File: src/rtl/ppu_mem_arbiter_pkg.sv
// rtl/ppu_mem_arbiter_pkg.sv - shared types and constants for the PPU memory arbiter
package ppu_mem_arbiter_pkg;

    // Width of the PPU address space (CHR plus nametables)
    localparam int PPU_AW = 14;

    // Who owns the read data returning from memory next cycle
    typedef enum logic [1:0] {
        OWN_NONE   = 2'd0,
        OWN_REND   = 2'd1,
        OWN_CPU_RD = 2'd2
    } owner_e;

endpackage

File: src/rtl/ppu_mem_arbiter.sv
// rtl/ppu_mem_arbiter.sv - render-priority arbiter for the single-port PPU memory
module ppu_mem_arbiter
    import ppu_mem_arbiter_pkg::*;
#(
    parameter int STARVE_LIMIT = 8
) (
    input  logic              clk,
    input  logic              rst_n,
    input  logic              rend_req,
    input  logic [PPU_AW-1:0] rend_addr,
    output logic              rend_gnt,
    output logic              rend_rvalid,
    output logic [7:0]        rend_rdata,
    input  logic              cpu_req,
    input  logic              cpu_we,
    input  logic [PPU_AW-1:0] cpu_addr,
    input  logic [7:0]        cpu_wdata,
    output logic              cpu_busy,
    output logic              cpu_rvalid,
    output logic [7:0]        cpu_rdata,
    output logic [PPU_AW-1:0] mem_addr,
    output logic [7:0]        mem_data,
    output logic              mem_rw,
    input  logic [7:0]        mem_q
);

    localparam logic [7:0] LIMIT = 8'(STARVE_LIMIT);

    logic              pend_q,   pend_d;
    logic              we_q,     we_d;
    logic [PPU_AW-1:0] addr_q,   addr_d;
    logic [7:0]        wdata_q,  wdata_d;
    logic [7:0]        starve_q, starve_d;
    owner_e            owner_q,  owner_d;

    logic force_cpu;
    logic rend_issue;
    logic cpu_issue;

    // Slot arbitration, memory drive, request register and starvation counter next-state
    always_comb begin
        force_cpu  = pend_q && (starve_q == LIMIT);
        rend_issue = rend_req && !force_cpu;
        cpu_issue  = pend_q && !rend_issue;

        rend_gnt = rend_issue;
        mem_addr = '0;
        mem_rw   = 1'b0;
        mem_data = 8'd0;
        if (rend_issue) begin
            mem_addr = rend_addr;
        end else if (cpu_issue) begin
            mem_addr = addr_q;
            mem_rw   = we_q;
            mem_data = wdata_q;
        end

        // The request register only loads when empty, so an issue and a
        // capture can never coincide on the same edge.
        pend_d  = pend_q;
        we_d    = we_q;
        addr_d  = addr_q;
        wdata_d = wdata_q;
        if (cpu_issue) begin
            pend_d = 1'b0;
        end else if (!pend_q && cpu_req) begin
            pend_d  = 1'b1;
            we_d    = cpu_we;
            addr_d  = cpu_addr;
            wdata_d = cpu_wdata;
        end

        if (!pend_q || cpu_issue) begin
            starve_d = 8'd0;
        end else if (starve_q == LIMIT) begin
            starve_d = starve_q;
        end else begin
            starve_d = starve_q + 8'd1;
        end

        if (rend_issue) begin
            owner_d = OWN_REND;
        end else if (cpu_issue && !we_q) begin
            owner_d = OWN_CPU_RD;
        end else begin
            owner_d = OWN_NONE;
        end
    end

    // Route last cycle's read data to whoever issued it
    always_comb begin
        cpu_busy    = pend_q;
        rend_rvalid = (owner_q == OWN_REND);
        cpu_rvalid  = (owner_q == OWN_CPU_RD);
        rend_rdata  = rend_rvalid ? mem_q : 8'd0;
        cpu_rdata   = cpu_rvalid  ? mem_q : 8'd0;
    end

    // State registers; reset drops any pending request and in-flight read
    always_ff @(posedge clk or negedge rst_n) begin
        if (!rst_n) begin
            pend_q   <= 1'b0;
            we_q     <= 1'b0;
            addr_q   <= '0;
            wdata_q  <= 8'd0;
            starve_q <= 8'd0;
            owner_q  <= OWN_NONE;
        end else begin
            pend_q   <= pend_d;
            we_q     <= we_d;
            addr_q   <= addr_d;
            wdata_q  <= wdata_d;
            starve_q <= starve_d;
            owner_q  <= owner_d;
        end
    end

endmodule

File: config.mk
export PLATFORM = sky130hd
export DESIGN_NAME = ppu_mem_arbiter
export DESIGN_NICKNAME = d
export VERILOG_FILES = /design/src/rtl/ppu_mem_arbiter_pkg.sv /design/src/rtl/ppu_mem_arbiter.sv
export SDC_FILE = /design/constraint.sdc
export NUM_CORES = 1
export LEC_CHECK = 0
export ABC_AREA = 1
export BUFFER_PORTS_ARGS = -buffer_cell sky130_fd_sc_hd__buf_4
export CAP_MARGIN = 20
export CORE_MARGIN = 1.5
export CORE_UTILIZATION = 30
export CTS_CLUSTER_SIZE = 25
export DETAILED_ROUTE_END_ITERATION = 6
export GPL_ROUTABILITY_DRIVEN = 0
export PLACE_DENSITY_LB_ADDON = 0.1
export SETUP_SLACK_MARGIN = 0.1
export SLEW_MARGIN = 20
export SYNTH_ARGS = -nofsm -noshare
export SYNTH_HDL_FRONTEND = slang
export SYNTH_SLANG_ARGS = --single-unit
File: constraint.sdc
create_clock -name clk -period 1.35 [get_ports clk]
set_input_delay 0.2025 -clock clk [delete_from_list [all_inputs] [get_ports clk]]
set_output_delay 0.2025 -clock clk [all_outputs]
set_load 0.02 [all_outputs]
==> results by group <==
Worst hold path
  • HP Start: cpu_addr[6]
  • Min-Delay Endpoint: addr_q[6]
  • Worst Hold Class: input pin to flip-flop
  • Hold Path Cell Cnt: 2

Route
  • Drt pass-1 iters: 3
  • Residual DRC: 0
  • Final antenna-violating net count: 0
  • Routed WL: between 5000 and 6000 microns
  • Vias per cell: roughly 4.5
  • Initial DRC count: 62
  • DR WL/cell: around 13 microns
  • Via count: 1918

Global route
  • First-pass GRT wire length: 8230 microns
  • Total GRT Usage: between 10% and 20%
  • Initial antenna violation count: 0
  • Gr ovfl total: 0
  • Vias in the first global route: 1786
  • Largest net degree at the start of global routing: 35

Outcome
  • Status: finished, violations left
  • Failing checks: setup timing

Floorplanning
  • Die W: around 82 microns
  • Die ar.: around 0.0068 sq mm
  • Core area: 0.00599 sq mm
  • Top-Level Pins: between 90 and 100
  • Die Ht: ~82 microns
  • Initial Util: 31.4%
  • FP Rows: 28

Synth
  • Synth area leaders: dfrtp_1 45%, nor2_1 9.2%, mux2_2 8.4%, inv_1 6.4%, nand2_1 6.0%
  • Yosys warning total: 0
  • Synth Area in Simple Gates: between 30% and 40%
  • Compound-Gate Fraction of Synth Area: ~2.9%
  • Synth Area in XOR/XNOR: less than 1%
  • Multiplexer area fraction after synthesis: 8.38%
  • Avg Cell Area, Syn: 8.44 sq um
  • Synthesized instance count: between 200 and 250
  • Mapped cell area: about 0.0019 sq mm
  • Synth Register Bits: 34
  • Netlist cell types: 23
  • Largest family of logic cells by synthesized area: simple AND/OR/NAND/NOR gates
  • Yosys top cell by area: dfrtp_1
  • Post-synth net total: ~270
  • Adder-cell share of the synthesized area: ~1.3%
  • Register area share after synthesis: 45.2%
  • Post-synth top area share: between 40% and 50%

Timing
  • Worst Skew: 5.25 ps
  • RSZ-0062 raised after global routing: true
  • Tmin final: between 1500 and 2000 ps
  • Period utilization: 139%
  • Final setup viols: between 50 and 60
  • Slew Limit Headroom: approximately 70%
  • Max Clk Rate: 533 MHz
  • Final Max Slew Viols: 0
  • Setup ws final: -525 ps
  • Final Hold Viols: 0
  • Worst-Margin Slew: 453 ps

Clocking
  • CTS Sinks: 34
  • TritonCTS clock tree: yes
  • Clock Pin Slew Worst Setup and Hold Paths: 70 ps
  • Clock Tree Root: clkbuf_8
  • Worst-Skew Late Latency: about 290 ps
  • Clock buffer count from CTS: 5
  • H-Tree Depth: 2
  • Max Root-Sink Buffers: 2

Layout
  • Area growth syn-to-layout: 103%
  • Cell Count, Final, Fillers Out: 430
  • N_diodes: 0
  • Final core occ: a little under two thirds
  • Layout Nets: 405
  • Layout cells sized above 1: about two thirds

Run
  • Max cap viols: 0

Critical path
  • Worst R2R End: addr_q[11]
  • Worst path bufs/invs: 2
  • Critical path capture point type: primary output
  • CP arrival: around 1700 ps
  • Worst R2R Start: cpu_busy
  • Worst R2R Setup Slack: -110 ps
  • CP max stage delay: approximately 380 ps
  • Worst r2r path cells: 6
  • Crit Path Class: flip-flop to primary output
  • Crit path max fanout: 10
  • Critical path's slowest cell: dfrtp_1
  • Worst EP required: between 1000 and 1500 ps
  • Crit start category: flip-flop
  • CP delay by family, top: simple AND/OR/NAND/NOR gates
  • CP Cell Sequence: inv_1 -> ha_2 -> nand2_2 -> nor2_4 -> nand2_4 -> nand2_8 -> nand2_8 -> nor2_4 -> buf_6

Placed design
  • Place WS: -231 ps
  • Placed insts: a little over 400
  • IO buf count: approximately 90
  • Hpwl dp: between 3000 and 4000 microns

Pwr
  • VDD IR-drop max: a little under 0.0006 V
  • Internal power: about 2.4 mW
  • Pleak: approximately 1.8 nW
  • Cell area power density: around 930 mW/mm^2
  • Seq pwr share: between 30% and 40%
  • Clk pwr share: 22.4%
  • Gate power share: 41.4%
  • Overall power: ~3.5 mW
  • Switching Share: between 30% and 40%
  • Psw: about 1.2 mW
-- synth_stat cells --
master and instances:
nand3_1 22, nand2_4 2, xnor2_1 1, nand4_1 2, nand3_2 10, buf_2 3, buf_6 1, nand2_1 30
nor2_2 2, o21ai_0 2, nand2_2 2, xor2_1 1, ha_1 2, inv_1 32, buf_4 3, nand2_8 1
nor2_1 46, buf_1 1, buf_12 1, dfrtp_1 34, a21oi_1 9, mux2_2 14, inv_2 2
-- worst register-to-register path, stage by stage, from the launching register on --
cell and delay [ps]:
dfrtp_2 430, buf_4 140, buf_6 120, inv_4 50, nand2_4 60, bufbuf_16 270
mux2_4 280
-- cells by family after synthesis --
logic type / after synthesis
DFF: 34
buffers and inverters: 43
adders and majority gates: 2
and+or+nand+nor: 117
muxes: 14
xor gates and xnor gates: 2
AOI/OAI and AO/OA: 11
-- layout make-up --
cell class / count / area, sq um
Clock inverter: 1 / 5.00
Inverter: 34 / 140
Timing Repair Buffer: 131 / 1300
Multi-Input combinational cell: 148 / 1340
Sequential cell: 34 / 853
Fill cell: 515 / 2180
Clock buffer: 7 / 86.3
Tap cell: 75 / 93.8
-- worst max-delay path by stage --
stage,startpoint,endpoint,slack [ps],cells after the start
4_1_cts,starve_q[0],mem_data[0],-540,9
6_report,starve_q[0],mem_data[1],-530,9
5_1_grt,starve_q[0],mem_data[1],-620,9
2_1_floorplan,cpu_busy,mem_data[0],-100,7
3_3_place_gp,starve_q[0],mem_addr[0],-190,10
3_5_place_dp,starve_q[0],mem_addr[10],-230,10
-- registers in the layout (all words and copies together), names as in the netlist --
signal and cells:
addr_q 14, starve_q 8, wdata_q 8, owner_q 2, cpu_busy 1, we_q 1
-- per-layer routing --
metal | wire length (microns) | global-route usage [%] | up-vias
li1 | - | - | 961
met4 | 76 | 6.10 | 0
met3 | 400 | 4.95 | 7
met2 | 2950 | 27.2 | 62
met5 | 0 | 0 | -
met1 | 2270 | 19.5 | 888
-- layout by cell type (no fill, tap or decap), types with 2 or more instances in the layout --
master / count
buf_4: 73
buf_6: 48
dfrtp_1: 32
nor2_4: 31
inv_1: 28
nand3_1: 19
nand2_1: 14
nand2_4: 13
nand3_2: 11
mux2_4: 10
nor2_2: 9
nor2_1: 8
clkbuf_8: 6
nand2_2: 5
a21oi_1: 5
buf_12: 5
nand2_8: 4
a21oi_2: 4
mux2_2: 4
inv_4: 3
nand3_4: 3
inv_2: 2
nand4_1: 2
clkbuf_16: 2
dfrtp_2: 2
-- through the flow --
stage / setup TNS (ps) / hold WS, ps / area [sq um]
after floorplan: -1780 / -93.1 / 2150
after global placement: -3990 / 188 / 3050
after detailed placement: -5010 / 188 / 3050
after CTS: -14900 / 133 / 3470
after global routing: -18560 / 132 / 3810
final: -14290 / 140 / 3810
-- power groups by stage --
stage | logic (mW) | registers, mW | clock network [mW]
after floorplan | 0.719 | 1.27 | 0
after global placement | 1.11 | 1.29 | 0
after detailed placement | 1.11 | 1.29 | 0
after CTS | 1.30 | 1.28 | 0.817
after global routing | 1.57 | 1.30 | 0.853
final | 1.47 | 1.28 | 0.795
-- repair_timing --
item	in CTS	in global routing
pin swaps	4	12
setup endpoints to repair	72	77
hold buffers	1	0
hold endpoints to repair	34	0
setup buffers	4	9
cloned	3	3
gates resized for setup	67	52
No activity file was read; power rests on OpenSTA's default activity.
